**src/rtl/spi_pkg.sv**
```systemverilog
// Shared definitions for the bus-attached SPI master: register offsets,
// control bit positions, transfer lengths and FSM states.
// Optional feature macro: SPI_FAST_EN (32-bit fast transfers).
package spi_pkg;

  localparam int unsigned REG_DATA   = 0;
  localparam int unsigned REG_CTRL   = 1;

  localparam int unsigned CTRL_SEL0  = 0;
  localparam int unsigned CTRL_SEL1  = 1;
  localparam int unsigned CTRL_FAST  = 2;
  localparam int unsigned CTRL_NETEN = 3;

  localparam int unsigned LEN_SLOW   = 8;
  localparam int unsigned LEN_FAST   = 32;

`ifdef SPI_FAST_EN
  localparam int unsigned SHREG_W    = LEN_FAST;
`else
  localparam int unsigned SHREG_W    = LEN_SLOW;
`endif

  localparam int unsigned BITCNT_W   = $clog2(SHREG_W + 1);

  typedef enum logic [1:0] {
    ST_IDLE = 2'd0,
    ST_LOW  = 2'd1,
    ST_HIGH = 2'd2
  } spi_state_e;

endpackage

```
**src/rtl/spi_baud.sv**
```systemverilog
// Half-period divider for SCLK: counts 0..i_div while running and emits a
// one-cycle tick on the terminal count. i_clear restarts the count.
module spi_baud #(
  parameter int unsigned DIV_W = 6
) (
  input  logic             clk,
  input  logic             rst_n,
  input  logic [DIV_W-1:0] i_div,
  input  logic             i_clear,
  input  logic             i_run,
  output logic             o_tick_c
);

  logic [DIV_W-1:0] r_cnt;

  assign o_tick_c = i_run && (r_cnt == i_div);

  // Divider counter; wraps on the tick, held at zero when idle or cleared.
  always_ff @(posedge clk or negedge rst_n) begin
    if (!rst_n) begin
      r_cnt <= '0;
    end else if (i_clear || !i_run || o_tick_c) begin
      r_cnt <= '0;
    end else begin
      r_cnt <= r_cnt + DIV_W'(1);
    end
  end

endmodule

```
**src/rtl/spi.sv**
```systemverilog
// SPI master (mode 0, MSB first) on two I/O words: data and control/status.
// Slow mode: 8 bits at SLOW_DIV. With SPI_FAST_EN defined, control bit 2
// selects 32-bit transfers at FAST_DIV; otherwise every transfer is slow.
module spi
  import spi_pkg::*;
#(
  parameter int unsigned SLOW_DIV = 63,
  parameter int unsigned FAST_DIV = 1
) (
  input  logic        clk,
  input  logic        rst_n,
  input  logic        stb,
  input  logic        we,
  input  logic        addr,
  input  logic [31:0] data_in,
  output logic [31:0] data_out,
  output logic        ack,
  output logic        spi_sclk,
  output logic        spi_mosi,
  input  logic        spi_miso,
  output logic [1:0]  spi_ss_n,
  output logic        net_en
);

  localparam int unsigned DIV_MAX = (SLOW_DIV > FAST_DIV) ? SLOW_DIV : FAST_DIV;
  localparam int unsigned DIV_W   = (DIV_MAX < 1) ? 1 : $clog2(DIV_MAX + 1);

  spi_state_e            r_state;
  spi_state_e            w_next;
  logic [1:0]            r_sel;
  logic                  r_net_en;
  logic                  r_sclk;
  logic                  r_mosi;
  logic                  r_miso_meta;
  logic                  r_miso_sync;
  logic [SHREG_W-1:0]    r_shreg;
  logic [BITCNT_W-1:0]   r_bitcnt;

  logic                  w_start;
  logic                  w_ctrl_wr;
  logic                  w_tick;
  logic                  w_clear;
  logic                  w_busy;
  logic                  w_last;
  logic                  w_msb;
  logic                  w_load_msb;
  logic [SHREG_W-1:0]    w_load;
  logic [BITCNT_W-1:0]   w_len;
  logic [DIV_W-1:0]      w_div;
  logic [31:0]           w_data_rd;

  assign w_start   = stb && we && (addr == 1'(REG_DATA)) && (r_state == ST_IDLE);
  assign w_ctrl_wr = stb && we && (addr == 1'(REG_CTRL));
  assign w_busy    = (r_state != ST_IDLE);
  assign w_clear   = (w_next != r_state);
  assign w_last    = (r_bitcnt == BITCNT_W'(1));

`ifdef SPI_FAST_EN
  logic r_fast_cfg;
  logic r_fast;

  // Fast request from control; the transfer mode is captured only at start.
  always_ff @(posedge clk or negedge rst_n) begin
    if (!rst_n) begin
      r_fast_cfg <= 1'b0;
      r_fast     <= 1'b0;
    end else begin
      if (w_ctrl_wr) r_fast_cfg <= data_in[CTRL_FAST];
      if (w_start)   r_fast     <= r_fast_cfg;
    end
  end

  assign w_load     = r_fast_cfg ? data_in : {24'b0, data_in[7:0]};
  assign w_load_msb = r_fast_cfg ? data_in[31] : data_in[7];
  assign w_len      = r_fast_cfg ? BITCNT_W'(LEN_FAST) : BITCNT_W'(LEN_SLOW);
  assign w_msb      = r_fast ? r_shreg[31] : r_shreg[7];
  assign w_div      = r_fast ? DIV_W'(FAST_DIV) : DIV_W'(SLOW_DIV);
  assign w_data_rd  = r_fast ? r_shreg : {24'b0, r_shreg[7:0]};
`else
  logic w_unused_bits;

  assign w_load        = data_in[7:0];
  assign w_load_msb    = data_in[7];
  assign w_len         = BITCNT_W'(LEN_SLOW);
  assign w_msb         = r_shreg[7];
  assign w_div         = DIV_W'(SLOW_DIV);
  assign w_data_rd     = {24'b0, r_shreg};
  assign w_unused_bits = ^data_in[31:8];
`endif

  spi_baud #(
    .DIV_W(DIV_W)
  ) u_baud (
    .clk      (clk),
    .rst_n    (rst_n),
    .i_div    (w_div),
    .i_clear  (w_clear),
    .i_run    (w_busy),
    .o_tick_c (w_tick)
  );

  // FSM state register.
  always_ff @(posedge clk or negedge rst_n) begin
    if (!rst_n) begin
      r_state <= ST_IDLE;
    end else begin
      r_state <= w_next;
    end
  end

  // Next state: each SCLK phase lasts one divider period.
  always_comb begin
    w_next = r_state;
    case (r_state)
      ST_IDLE: if (w_start) w_next = ST_LOW;
      ST_LOW:  if (w_tick)  w_next = ST_HIGH;
      ST_HIGH: if (w_tick)  w_next = w_last ? ST_IDLE : ST_LOW;
      default: w_next = ST_IDLE;
    endcase
  end

  // Shift datapath: sample MISO on the rising phase, present MOSI on falling.
  always_ff @(posedge clk or negedge rst_n) begin
    if (!rst_n) begin
      r_shreg  <= '0;
      r_bitcnt <= '0;
      r_sclk   <= 1'b0;
      r_mosi   <= 1'b1;
    end else begin
      r_sclk <= (w_next == ST_HIGH);
      if (w_start) begin
        r_shreg  <= w_load;
        r_bitcnt <= w_len;
        r_mosi   <= w_load_msb;
      end else if ((r_state == ST_LOW) && w_tick) begin
        r_shreg <= {r_shreg[SHREG_W-2:0], r_miso_sync};
      end else if ((r_state == ST_HIGH) && w_tick) begin
        r_bitcnt <= r_bitcnt - BITCNT_W'(1);
        r_mosi   <= w_last ? 1'b1 : w_msb;
      end
    end
  end

  // Slave selects and network enable follow control writes at any time.
  always_ff @(posedge clk or negedge rst_n) begin
    if (!rst_n) begin
      r_sel    <= 2'b00;
      r_net_en <= 1'b0;
    end else if (w_ctrl_wr) begin
      r_sel    <= {data_in[CTRL_SEL1], data_in[CTRL_SEL0]};
      r_net_en <= data_in[CTRL_NETEN];
    end
  end

  // Two-flop MISO synchroniser.
  always_ff @(posedge clk or negedge rst_n) begin
    if (!rst_n) begin
      r_miso_meta <= 1'b0;
      r_miso_sync <= 1'b0;
    end else begin
      r_miso_meta <= spi_miso;
      r_miso_sync <= r_miso_meta;
    end
  end

  assign ack      = stb;
  assign data_out = (addr == 1'(REG_CTRL)) ? {31'b0, ~w_busy} : w_data_rd;
  assign spi_sclk = r_sclk;
  assign spi_mosi = r_mosi;
  assign spi_ss_n = ~r_sel;
  assign net_en   = r_net_en;

endmodule

```
**config.mk**
```make
export PLATFORM = sky130hd
export DESIGN_NAME = spi
export DESIGN_NICKNAME = d
export VERILOG_FILES = /design/src/rtl/spi_pkg.sv /design/src/rtl/spi_baud.sv /design/src/rtl/spi.sv
export SDC_FILE = /design/constraint.sdc
export NUM_CORES = 1
export LEC_CHECK = 0
export CELL_PAD_IN_SITES_DETAIL_PLACEMENT = 1
export CELL_PAD_IN_SITES_GLOBAL_PLACEMENT = 1
export CORE_MARGIN = 1
export CORE_UTILIZATION = 24
export DETAILED_ROUTE_END_ITERATION = 7
export PLACE_DENSITY_LB_ADDON = 0.12
export SYNTH_ARGS = -nofsm -noshare
export SYNTH_HDL_FRONTEND = slang
export SYNTH_SLANG_ARGS = --single-unit
```
**constraint.sdc**
```tcl
create_clock -name clk -period 2.3 [get_ports clk]
set_input_delay 0.23 -clock clk [delete_from_list [all_inputs] [get_ports clk]]
set_output_delay 0.23 -clock clk [all_outputs]
set_load 0.005 [all_outputs]
```
==> metrics.txt <==
status=finished clean; CP max stage cell=clkdlybuf4s50_1; Commonest cells post-synth=buf_4, dfrtp_1, o21ai_0; number of synthesized flops with an enable pin=0; fmax=547 MHz; ys flop type=dfrtp_1; Hold Buf Count CTS=0; fin crit period=between 1.5 and 2 ns; Area Growth Syn to Fin=19.1%; Critical Path RT=about 2.1 ns; Resized Gates After CTS=0; Synth Cell Area=roughly 0.0016 sq mm; count of unique library cells instantiated by Yosys=39; Arrival @ worst endpoint=1.60 ns; CP peak stage delay=around 0.51 ns; flop-to-flop setup slack=between 0.5 and 0.6 ns; register bit count reported by yosys=27; P_leak=approximately 0.8 nW; vias in the first global route=~1,300; crit path kind=in2out; internal power=approximately 0.67 mW; I/O Pins=76; crit end category=output port; I/O Buffers=27; fillers=about 740; Via Count=1,225; Vias/cell=around 4.5; Crit path buffers/inverters=3; post-synth top area cell=dfrtp_1; clk_skew=0.00540 ns; fin nets=235; max_cap viols=0; r2r startpoint=u_baud.r_cnt[0]; Final setup viols=0; Yosys warnings=0; clock root cell=clkbuf_8; largest net degree at the start of global routing=28; Starting Density=between 20% and 30%; H-tree depth=1; crit-path cells=clkdlybuf4s50_1 -> buf_4 -> nor2b_1 -> clkdlybuf4s50_1; unrepaired setup endpoints after global routing=false; Reg power frac=56.4%; CTS tree=built; Detailed Route WL=3780 microns; busiest grt layer=met2; Residual DRC=0; CTS buffer count=3; WL per Instance=between 10 and 15 microns; FF-to-FF End=r_shreg[7]; first-pass GRT wire length=around 6600 microns; Tot Pwr=just under 0.9 mW; Die Ht=83.1 microns; share of the synthesized area in the top cell type=just over 40%; Syn Inst Count=between 150 and 200; Final period util=~79%; Pre-Repair DR Iteration Count=4; Longest Clk Path Bufs=2; clock sink count=27; Die W=between 80 and 90 microns; register area share after synthesis=~43%; core area=0.00635 sq mm; Worst R2R Path Depth=4; sw frac=a little under a quarter; GR Overflow Total=0; Slew Limit Fails=0; Min-Delay Path Class=in2async; clock latency on the worst-skew pair=around 0.27 ns; largest cells by area after synthesis=dfrtp_1, buf_4, o21ai_0, o221ai_1, nand4_1; die area=around 0.0069 sq mm; Async SR Flop Fraction=100%; # diodes=0; Most common cell on crit path=clkdlybuf4s50_1; DRT iter0 DRCs=between 40 and 50; Psw=0.207 mW; met3 usage=approximately 2.5%; cell family with most CP delay=buffers and inverters; Setup Buffers After CTS=0; gr usage total=between 10% and 20%; CP max FO=16; Routed Antenna Nets=0; layout cells sized above 1=between 7 and 8%; DPL Wire Length=roughly 2800 microns; total negative setup slack=0 ns; Worst VDD drop=between 0.2 and 0.3 mV; initial antenna violation count=0; site row count=29; gpl congestion=between 0.7 and 0.8; startpoint types=input port; Worst-path clk slew=~0.10 ns; met1 usage=16.0%; Post-Syn Area per Cell=9.39 sq um; PwrDens=~460 mW/mm^2; met2 usage=19.7%; Final Hold Vio Count=0; Clock power frac=around a third; Comb pwr share=12.0%
-- layer usage --
metal  wire, microns  part of all wire, %
met1            1730                   46
met2            1860                   49
met4              33                 0.87
met3             156                  4.1
met5               0                    0
-- cell families after synthesis --
group	count (synthesis)	synth area share (%)
flip-flops	27	42.9
AND/OR/NAND/NOR	53	20.0
multiplexers	2	1.35
AO/OA/AOI/OAI	32	13.4
XOR/XNOR	4	2.22
adder cells (fa/ha/maj)	3	2.38
other	1	0.238
buffers and inverters	46	17.5
-- per-stage QoR --
stage / setup slack [ns] / util, % / std cells / area [sq um] / hold slack [ns]
3_5_place_dp: 0.468 / 28.9 / 266 / 1830 / 0.340
4_1_cts: 0.461 / 29.6 / 270 / 1880 / 0.338
3_3_place_gp: 0.473 / 28.9 / 266 / 1830 / 0.336
5_1_grt: 0.371 / 29.6 / 270 / 1880 / 0.368
2_1_floorplan: 0.816 / - / 191 / 1660 / -0.0656
6_report: 0.473 / 29.6 / 270 / 1880 / 0.324
-- placed cells by master (no fill, tap or decap), types with 3 or more instances in the layout --
cell type,n
o21ai_0,14
inv_1,13
dfrtp_1,26
nand4_1,9
o221ai_1,7
clkbuf_8,3
buf_4,4
nor2_1,9
clkdlybuf4s50_1,27
nand2_1,4
nor2b_1,8
nand3_1,6
conb_1,24
ha_1,3
-- worst reg2reg max path, stage by stage (launching register included) --
cell     delay (ns)
dfrtp_1        0.39
ha_1           0.25
and4_2         0.46
nand3_1        0.18
a311o_1        0.38
-- power by group through the flow --
stage	registers, mW	logic (mW)	clock network [mW]
after global placement	0.502	0.105	0
after CTS	0.493	0.107	0.291
final	0.492	0.104	0.276
after detailed placement	0.502	0.106	0
after floorplan	0.501	0.0636	0
after global routing	0.495	0.117	0.312
-- registers in the layout, indices dropped and copies added, names as in the netlist --
register and cells:
net_en 1, r_sel 2, u_baud.r_cnt 6, r_miso_sync 1, spi_mosi 1, r_state 2, r_miso_meta 1, r_bitcnt 4
r_shreg 8, spi_sclk 1
-- area by class of cell --
type | count | area (sq um) | area share [%]
clock buffer | 3 | 41.3 | 2.20
clock inverter | 1 | 5.00 | 0.266
inverter | 13 | 48.8 | 2.60
multi-input combinational | 118 | 711 | 37.8
sequential | 27 | 677 | 36.0
tap | 77 | 96.3 | 5.13
timing repair buffer | 31 | 300 | 16.0
-- worst max-delay path by stage --
stage                         start           to  slack, ns  depth (start not counted)
floorplan           u_baud.r_cnt[0]   r_shreg[7]       0.82                          5
global placement               addr  data_out[7]       0.47                          4
detailed placement             addr  data_out[7]       0.47                          4
CTS                            addr  data_out[7]       0.46                          4
global route        u_baud.r_cnt[0]   r_shreg[7]       0.37                          4
finish                         addr  data_out[7]       0.47                          4
(Power assumes the default switching activity.)
